## src/rtl/pattern_detect_ctrl_pkg.sv

```systemverilog
// pattern_detect_ctrl_pkg
//   Shared definitions for the serial pattern detector: FSM state encoding,
//   default sizing and the power-on pattern/length configuration.
package pattern_detect_ctrl_pkg;

  typedef enum logic [1:0] {
    ST_IDLE  = 2'd0,
    ST_ARMED = 2'd1,
    ST_DONE  = 2'd2
  } state_e;

  localparam int unsigned PD_MAX_LEN = 8;
  localparam int unsigned PD_CNT_W   = 8;

  // Power-on pattern 01101 (newest bit in the LSB), length 5.
  localparam logic [4:0] DEF_PATTERN = 5'b01101;
  localparam logic [3:0] DEF_LEN     = 4'd5;

endpackage

```

## src/rtl/pattern_match_core.sv

```systemverilog
// pattern_match_core
//   History shift register, fill counter and masked comparator.
//   Ports:
//     clk, rst_n      clock, asynchronous active-low reset
//     clear_i         clear history and fill (scan start)
//     shift_i         accept d_i this cycle
//     d_i             serial data bit, shifted into the history LSB
//     pattern_i       pattern to match (LSB = newest bit)
//     len_i           active pattern length
//     match_o         the bit accepted this cycle completes a match
module pattern_match_core #(
  parameter int unsigned MAX_LEN = 8
) (
  input  logic               clk,
  input  logic               rst_n,
  input  logic               clear_i,
  input  logic               shift_i,
  input  logic               d_i,
  input  logic [MAX_LEN-1:0] pattern_i,
  input  logic [3:0]         len_i,
  output logic               match_o
);

  logic [MAX_LEN-1:0] hist_q, hist_d;
  logic [MAX_LEN-1:0] cand;
  logic [MAX_LEN-1:0] mask;
  logic [3:0]         fill_q, fill_d;
  logic [3:0]         fill_inc;

  // Only the low len bits of history take part in the comparison.
  always_comb begin
    mask = '0;
    for (int unsigned i = 0; i < MAX_LEN; i++) begin
      if (i < 32'(len_i)) mask[i] = 1'b1;
    end
  end

  assign cand     = {hist_q[MAX_LEN-2:0], d_i};
  // Fill saturates at len, so once the window is full every new bit is
  // compared against the sliding window.
  assign fill_inc = (fill_q >= len_i) ? len_i : fill_q + 4'd1;
  assign match_o  = shift_i && (fill_inc == len_i) &&
                    (((cand ^ pattern_i) & mask) == '0);

  always_comb begin
    hist_d = hist_q;
    fill_d = fill_q;
    if (clear_i) begin
      hist_d = '0;
      fill_d = '0;
    end else if (shift_i) begin
      hist_d = cand;
      fill_d = match_o ? 4'd0 : fill_inc;  // non-overlapping detection
    end
  end

  always_ff @(posedge clk or negedge rst_n) begin
    if (!rst_n) begin
      hist_q <= '0;
      fill_q <= '0;
    end else begin
      hist_q <= hist_d;
      fill_q <= fill_d;
    end
  end

endmodule

```

## src/rtl/pattern_detect_ctrl.sv

```systemverilog
// pattern_detect_ctrl
//   Programmable serial pattern detector with scan control.
//   Ports:
//     clk, rst        clock, asynchronous active-low reset
//     cfg_we          config write (pattern/len/target), only in IDLE/DONE
//     cfg_pattern     pattern bits, LSB = most recent bit
//     cfg_len         pattern length, legal 1..MAX_LEN
//     cfg_target      match count that ends a scan, 0 = unlimited
//     start, stop     arm / abort a scan (stop wins)
//     v_i, d_i        serial data valid / bit
//     pattern_detect  one-cycle match pulse
//     busy, done      state ARMED / state DONE
//     cfg_err         one-cycle pulse on a rejected config write
//     match_cnt       matches in the current or last scan (saturating)
module pattern_detect_ctrl
  import pattern_detect_ctrl_pkg::*;
#(
  parameter int unsigned MAX_LEN = PD_MAX_LEN,
  parameter int unsigned CNT_W   = PD_CNT_W
) (
  input  logic               clk,
  input  logic               rst,
  input  logic               cfg_we,
  input  logic [MAX_LEN-1:0] cfg_pattern,
  input  logic [3:0]         cfg_len,
  input  logic [CNT_W-1:0]   cfg_target,
  input  logic               start,
  input  logic               stop,
  input  logic               v_i,
  input  logic               d_i,
  output logic               pattern_detect,
  output logic               busy,
  output logic               done,
  output logic               cfg_err,
  output logic [CNT_W-1:0]   match_cnt
);

  state_e             state_q;
  logic [MAX_LEN-1:0] pattern_q;
  logic [3:0]         len_q;
  logic [CNT_W-1:0]   target_q;
  logic [CNT_W-1:0]   cnt_q;
  logic [CNT_W-1:0]   cnt_d;
  logic               pd_q;
  logic               cfg_err_q;

  logic len_ok;
  logic armed;
  logic core_clear;
  logic core_shift;
  logic match;

  assign len_ok     = (cfg_len != 4'd0) && (cfg_len <= 4'(MAX_LEN));
  assign armed      = (state_q == ST_ARMED);
  assign core_clear = !armed && start;
  // stop has priority: a bit presented together with stop is dropped.
  assign core_shift = armed && !stop && v_i;
  assign cnt_d      = (cnt_q == '1) ? cnt_q : cnt_q + CNT_W'(1);

  pattern_match_core #(
    .MAX_LEN (MAX_LEN)
  ) u_core (
    .clk       (clk),
    .rst_n     (rst),
    .clear_i   (core_clear),
    .shift_i   (core_shift),
    .d_i       (d_i),
    .pattern_i (pattern_q),
    .len_i     (len_q),
    .match_o   (match)
  );

  always_ff @(posedge clk or negedge rst) begin
    if (!rst) begin
      state_q   <= ST_IDLE;
      pattern_q <= MAX_LEN'(DEF_PATTERN);
      len_q     <= DEF_LEN;
      target_q  <= '0;
      cnt_q     <= '0;
      pd_q      <= 1'b0;
      cfg_err_q <= 1'b0;
    end else begin
      pd_q      <= 1'b0;
      cfg_err_q <= 1'b0;

      if (cfg_we) begin
        if (!armed && len_ok) begin
          pattern_q <= cfg_pattern;
          len_q     <= cfg_len;
          target_q  <= cfg_target;
        end else begin
          cfg_err_q <= 1'b1;
        end
      end

      unique case (state_q)
        ST_IDLE, ST_DONE: begin
          if (start) begin
            state_q <= ST_ARMED;
            cnt_q   <= '0;
          end
        end
        ST_ARMED: begin
          if (stop) begin
            state_q <= ST_IDLE;
          end else if (match) begin
            pd_q  <= 1'b1;
            cnt_q <= cnt_d;
            if ((target_q != '0) && (cnt_d == target_q)) state_q <= ST_DONE;
          end
        end
        default: state_q <= ST_IDLE;
      endcase
    end
  end

  assign pattern_detect = pd_q;
  assign cfg_err        = cfg_err_q;
  assign match_cnt      = cnt_q;
  assign busy           = (state_q == ST_ARMED);
  assign done           = (state_q == ST_DONE);

endmodule

```

## config.mk

```make
export PLATFORM = sky130hd
export DESIGN_NAME = pattern_detect_ctrl
export DESIGN_NICKNAME = d
export VERILOG_FILES = /design/src/rtl/pattern_detect_ctrl_pkg.sv /design/src/rtl/pattern_match_core.sv /design/src/rtl/pattern_detect_ctrl.sv
export SDC_FILE = /design/constraint.sdc
export NUM_CORES = 1
export LEC_CHECK = 0
export ABC_CLOCK_PERIOD_IN_PS = 2500
export CAP_MARGIN = 20
export CORE_UTILIZATION = 30
export DETAILED_ROUTE_END_ITERATION = 12
export PLACE_DENSITY_LB_ADDON = 0.12
export SKIP_LAST_GASP = 1
export SYNTH_ARGS = -nofsm -noshare
export SYNTH_HDL_FRONTEND = slang
export SYNTH_SLANG_ARGS = --single-unit
```

## constraint.sdc

```tcl
create_clock -name clk -period 2.5 [get_ports clk]
set_clock_uncertainty 0.2 [all_clocks]
set_input_delay 0.25 -clock clk [delete_from_list [all_inputs] [get_ports clk]]
set_output_delay 0.25 -clock clk [all_outputs]
set_load 0.05 [all_outputs]
```

Yosys cells after proc, flatten, opt, wreduce, memory -nomap -nowiden

Index checks and enable logic that the tools add are counted.

Logic and storage cells: 82
Register bits: 43
Input bits: 27
Output and inout port bits: 12

Bitwise gates (word level): 2
Muxes and demuxes: 29
Magnitude comparators: 10
Eq/ne operators: 10
Reduce and logical (&&, ||, !) cells: 20
Add/subtract/negate cells: 2

Operator list:

| cell                                                                         | count |
|---|---|
| 8-bit two-way mux                                                            | 4 |
| 3-bit by 4-bit less-than comparator with 1-bit output (first input constant) | 4 |
| 4-bit two-way mux                                                            | 4 |
| 8-bit one-hot mux with 2 select lines                                        | 1 |
| 7-bit two-way mux                                                            | 2 |
| 1-bit two-way mux                                                            | 13 |
| 8-bit by 1-bit adder with 8-bit output (second input constant)               | 1 |
| 8-bit AND                                                                    | 1 |
| 8-bit == test                                                                | 1 |
| 8-bit == test (second input constant)                                        | 1 |
| 1-bit logical AND                                                            | 8 |
| 8-bit logical NOT                                                            | 1 |
| 1-bit by 4-bit less-than comparator with 1-bit output (first input constant) | 2 |
| 2-bit by 4-bit less-than comparator with 1-bit output (first input constant) | 2 |
| 2-bit two-way mux                                                            | 4 |
| 8-bit nonzero test                                                           | 1 |
| 8-bit XOR                                                                    | 1 |
| 3-bit by 2-bit != test with 1-bit output (second input constant)             | 2 |
| 4-bit by 1-bit adder with 4-bit output (second input constant)               | 1 |
| 4-bit == test                                                                | 1 |
| 4-bit greater-or-equal comparator                                            | 1 |
| 4-bit less-or-equal comparator (second input constant)                       | 1 |
| 2-bit != test (second input constant)                                        | 2 |
| 2-bit one-hot mux with 2 select lines                                        | 1 |
| 11 further kinds                                                             | 13 |

Logic depth before layout (Yosys ltp)

Gate-level depths: netlist of run 1.

Depth after elaboration: 8
Gate-level depth with buffers: 9
Gate-level depth less buffers: 8

Modules after synthesis

From an unflattened synthesis of run 1, not the netlist that was laid out.

Cells, all modules: 249
Area total of the unflattened synthesis: 2,606.2 sq um

By module, submodules not included:

| module              | sequential area each (sq um) | area an instance (sq um) | instances | cells each |
|---|---|---|---|---|
| pattern_detect_ctrl | 807.0                        | 1,762.9                  | 1         | 160 |
| pattern_match_core  | 275.3                        | 843.3                    | 1         | 89 |

Least setup slack after synthesis of run 1

No wires, ideal clock.

Kind: reg-to-reg
Start point: reg len_q[0]
End point: reg u_core.fill_q[1]
Stages on the path, launching flop included: 8
Data required time: 2,179 ps
Data arrival time: 2,190 ps
Clock period less this slack: 2,510 ps
Path slack: -10 ps
Path buffers: 0
Cell sequence: dfstp_2 -> ha_1 -> nand2b_1 -> a21o_1 -> a21o_1 -> a21oi_1 -> mux2_2 -> a22o_1

Word-level cells in the longest chain between the ends: 8

RTL lines:

| element                                                                       | RTL line                                           | text |
|---|---|---|
| start: declaration                                                            | pattern_detect_ctrl.sv:40                          | `logic [3:0] len_q;` |
| start signal: assignment                                                      | pattern_detect_ctrl.sv:89                          | `len_q <= cfg_len;` |
| 1-bit by 4-bit less-than comparator with 1-bit output (tied with other cells) | pattern_match_core.sv:34                           | `if (i < 32'(len_i)) mask[i] = 1'b1;` |
| 1-bit two-way mux / 4-bit two-way mux (equally long branches)                 | pattern_match_core.sv:34, pattern_match_core.sv:41 |  |
| 8-bit AND / 4-bit == test (equally long branches)                             | pattern_match_core.sv:43, pattern_match_core.sv:42 |  |
| 8-bit logical NOT / 1-bit logical AND (equally long branches)                 | pattern_match_core.sv:43, pattern_match_core.sv:42 |  |
| 1-bit logical AND                                                             | pattern_match_core.sv:42                           | `assign match_o = shift_i && (fill_inc == len_i) &&` |
| 4-bit two-way mux *                                                           | pattern_match_core.sv:53                           | `fill_d = match_o ? 4'd0 : fill_inc;` |
| 4-bit two-way mux *                                                           | pattern_match_core.sv:51                           | `end else if (shift_i) begin` |
| 4-bit two-way mux *                                                           | pattern_match_core.sv:48                           | `if (clear_i) begin` |
| end signal: assignment                                                        | pattern_match_core.sv:63                           | `fill_q <= fill_d;` |
| end: declaration                                                              | pattern_match_core.sv:27                           | `logic [3:0] fill_q, fill_d;` |

Mark *: on every way between the ends. The rest lies on a longest branch, timed or not. The select of a mux whose other input is x is not followed.
A chain may end at the register's enable or synchronous reset.

Worst setup path in the final report of run 1

Start point: reg len_q[0]
End point: reg cnt_q[6], in the netlist match_cnt[6]

Word-level cells in the longest chain between the ends: 7

RTL lines:

| element                                                                       | RTL line                                           | text |
|---|---|---|
| 1-bit by 4-bit less-than comparator with 1-bit output (tied with other cells) | pattern_match_core.sv:34                           |  |
| 1-bit two-way mux / 4-bit two-way mux (equally long branches)                 | pattern_match_core.sv:34, pattern_match_core.sv:41 |  |
| 8-bit AND / 4-bit == test (equally long branches)                             | pattern_match_core.sv:43, pattern_match_core.sv:42 |  |
| 8-bit logical NOT / 1-bit logical AND (equally long branches)                 | pattern_match_core.sv:43, pattern_match_core.sv:42 |  |
| 1-bit logical AND *                                                           | pattern_match_core.sv:42                           |  |
| 2-bit by 1-bit != test with 1-bit output (no line) *                          | n/a                                                |  |
| 4-bit AND reduction (no line) *                                               | n/a                                                |  |
| end signal: assignment                                                        | pattern_detect_ctrl.sv:108                         | `cnt_q <= cnt_d;` |
| end: declaration                                                              | pattern_detect_ctrl.sv:42                          | `logic [CNT_W-1:0] cnt_q;` |

Mark *: on every way between the ends. The rest lies on a longest branch, timed or not.

==> results of run 1 <==
state kept, by name, indices dropped and copies added, names as in the netlist:
register / count
match_cnt: 8
cfg_err: 1
target_q: 8
pattern_q: 8
u_core.fill_q: 4
u_core.hist_q: 7
len_q: 4
state_q: 2
pattern_detect: 1
critical path, stage by stage, from the launching register on:
cell and delay, ns:
dfstp_2 0.54, ha_1 0.22, nand2b_1 0.13, a21o_1 0.17, a21o_1 0.19, a221o_1 0.37, buf_4 0.19, a31oi_1 0.20
a311oi_2 0.06
layout make-up:
class	count	area, um^2
tap	105	131.4
multi-input combinational	166	1364
fill	819	4952
timing repair buffer	63	565.5
clock buffer	6	82.58
clock inverter	2	38.79
inverter	11	41.29
sequential	43	1082
cell usage in the layout, fill, tap and decap left out, types with 2 or more instances in the layout:
cell,Yosys,final
a311oi_1,4,3
ha_1,6,6
dfstp_2,5,5
nand2_1,10,10
clkdlybuf4s50_1,0,37
nand4_1,2,2
dfrtp_1,38,38
nor2b_1,3,3
nor2_1,7,7
nor4_1,3,3
xnor2_1,13,12
xor2_1,9,9
a211oi_1,3,3
and2_1,4,3
and3_1,3,3
a31oi_1,9,8
nand3_1,7,7
a21o_1,2,2
o21ai_0,4,4
nor3_1,5,5
clkbuf_8,1,6
nand2b_1,3,3
mux2i_1,5,5
inv_1,11,11
buf_4,1,24
a21oi_1,6,5
mux2_2,21,21
a22o_1,10,10
o2bb2ai_1,2,2
how the worst min path moves through the flow:
stage	start	end	slack, ns	cells past startpoint
floorplan	rst	cfg_err$_DFF_PN0_	-0.25	0
CTS	cfg_we	cfg_err$_DFF_PN0_	0.33	2
finish	pattern_q[4]$_DFFE_PN0P_	pattern_q[4]$_DFFE_PN0P_	0.34	1
detailed placement	rst	state_q[0]$_DFFE_PN0P_	0.17	2
global route	cfg_we	cfg_err$_DFF_PN0_	0.32	2
global placement	rst	state_q[1]$_DFFE_PN0P_	0.18	2
per-stage QoR:
step | setup WS, ns | setup TNS (ns)
2_1_floorplan | 0.04481 | 0
3_3_place_gp | 0.04532 | 0
3_5_place_dp | 0.01263 | 0
4_1_cts | 0.005010 | 0
5_1_grt | -0.008426 | -0.008583
6_report | 0.08344 | 0
cell usage after synthesis, drive strengths merged (2+ instances only):
cell type,number
dfrtp,38
mux2,21
xnor2,13
buf,11
inv,11
a22o,10
nand2,10
xor2,10
a31oi,9
nand3,8
nor2,7
a21oi,6
ha,6
dfstp,5
mux2i,5
nor3,5
a311oi,4
and2,4
clkbuf,4
nor4,4
o21ai,4
a211oi,3
and3,3
nand2b,3
nor2b,3
a21o,2
nand4,2
nor3b,2
o2bb2ai,2
logic make-up after synthesis:
family / Yosys count / synth area share (%)
buffers and inverters: 26 / 5.808
AND/OR/NAND/NOR: 56 / 12.74
adder cells (fa/ha/maj): 6 / 2.928
flip-flops: 43 / 42.22
multiplexers: 26 / 11.18
AO/OA/AOI/OAI: 54 / 16.11
XOR/XNOR: 24 / 9.029
what timing repair did:
action,4_1_cts,5_1_grt
resized for setup,1,5
pin swaps,0,1
hold buffers,1,0
hold endpoints to repair,38,0
endpoints found under the setup margin,2,5
gates cloned,0,0
per-layer routing:
| layer | wire length, um | up-vias | global-route usage, % |
|---|---|---|---|
| met2 | 2745 | 52 | 23.55 |
| met3 | 280 | 14 | 3.784 |
| li1 | - | 980 | - |
| met4 | 153 | 0 | 6.154 |
| met1 | 3012 | 974 | 21.16 |
| met5 | 0 | - | 0 |
where the power goes:
| group | total, uW | internal, uW | switching, uW |
|---|---|---|---|
| sequential | 958 | 834 | 124 |
| clock | 589 | 329 | 260 |
| combinational | 836 | 442 | 393 |
| total | 2380 | 1610 | 778 |
==> impl_metrics.csv, run 1 <==
group,metric,value,unit
place,routabilityCongestion,0.8055,
drt,drc,0,
outcome,status,"completed",
cells_and_area,final_area,3306,um^2
yosys,synth_area_leaders,"dfrtp_1 (37%), mux2_2 (9.2%), dfstp_2 (5.1%)",
grt,antenna_found_initial,0,
yosys,syn_area,2564,um^2
yosys,async_flop_share,100.0,%
grt,overflow,0,
floorplanning,io_pins,39,
setup_path,path_max_fanout,8,
floorplanning,die_w,94.44,um
yosys,synth_ff_type,"dfrtp_1",
clock_tree,cts_tree,"done",
clock_tree,root_buffer,"clkbuf_8",
setup_path,worstReg2RegStart,"len_q[0]$_DFFE_PN1P_",
yosys,syn_avg_cell_area,10.91,um^2
clock_tree,cts_setup_buffers,0,
floorplanning,num_rows,33,
place,io_buffers,38,
timing,slew_headroom,62.66,%
run,maxCapViolations,0,
place,dpl.cell_count,387,
clock_tree,cts_buffers,5,
yosys,synth_seq_area_share,42.22,%
cells_and_area,drive_gt1_share,24.74,%
timing,maxSlewViolCount,0,
cells_and_area,fin_nets,323,
yosys,syn_inst,235,
timing,period_needed,2.417,ns
clock_tree,clk_path_buf_depth,2,
floorplanning,initial_utilization,31.05,%
power,power,2383,uW
grt,grt_usage,15.53,%
drt,dr.pass1.iters,4,
yosys,synth.net_count,268,
yosys,synth_edf_count,0,
floorplanning,dieArea,8919,um^2
clock_tree,clock_sinks,43,
setup_path,startpoint,"len_q[0]$_DFFE_PN1P_",
clock_tree,htreeDepth,2,
grt,grt_pass1_wl,10470,um
setup_path,start_kind,"flop",
yosys,yosys.area.top_type,"dfrtp_1",
power,power.leakage,0.001419,uW
setup_path,setup.worst_path.class,"reg2reg",
drt,wl,6191,um
timing,worst_pin_slew,0.5600,ns
timing,finalHoldWorstSlack,0.3371,ns
grt,grt_pass1_vias,2088,
drt,viasPerCell,5.101,
yosys,yosys_warnings,0,
setup_path,rrSetupSlack,0.08,ns
clock_tree,clk_latency,0.30,ns
drt,wl_per_cell,15.63,um
place,post-dp-hpwl,4718,um
floorplanning,core_area,8258,um^2
drt,drt_iter0_drc,52,
floorplanning,dieHeight,94.44,um
power,powerDensity,720.8,nW/um^2
clock_tree,clkTransAtPathRegs,0.09,ns
yosys,synth_top_area_share,37.09,%
cells_and_area,stdcell_count,396,
drt,vias,2020,
cells_and_area,antenna_cells,0,
setup_path,cp-end-kind,"flop",
grt,grt_max_degree,44,
yosys,synth-seq-cells,43,
timing,max_freq,0.4138,GHz
setup_path,critPathCapture,"match_cnt[6]$_DFFE_PN0P_",
worst_hold_path,hold_class,"reg2reg",
yosys,yosys.cell_types.count,55,
drt,postRouteAntennaNets,0,
timing,period_share,96.66,%
power,ir_worst_vdd,290.7,uV
timing,rsz0062_at_grt,"true",
cells_and_area,areaGrowthSynthToFinish,28.94,%
place,place_area,3147,um^2
timing,final_hold_viol_count,0,
cells_and_area,fin_util,40.03,%
setup_path,arrival,2.38,ns
timing,setup_viol_count_final,0,
setup_path,reg2reg_depth,8,
setup_path,r2r-end,"match_cnt[6]$_DFFE_PN0P_",
setup_path,critPathRequiredTime,2.47,ns
Power figures use the tool's default switching activity.
==> run 2, diff against run 1 <==
--- a/config.mk
+++ b/config.mk
@@ -8,6 +8,7 @@
 export ABC_CLOCK_PERIOD_IN_PS = 2500
 export CAP_MARGIN = 20
 export CORE_UTILIZATION = 30
+export CTS_BUF_LIST = sky130_fd_sc_hd__clkbuf_8 sky130_fd_sc_hd__clkbuf_16
 export DETAILED_ROUTE_END_ITERATION = 12
 export PLACE_DENSITY_LB_ADDON = 0.12
 export SKIP_LAST_GASP = 1
==> results of run 2 <==
No change in the layout: final DEF, timing and power equal those of run 1.
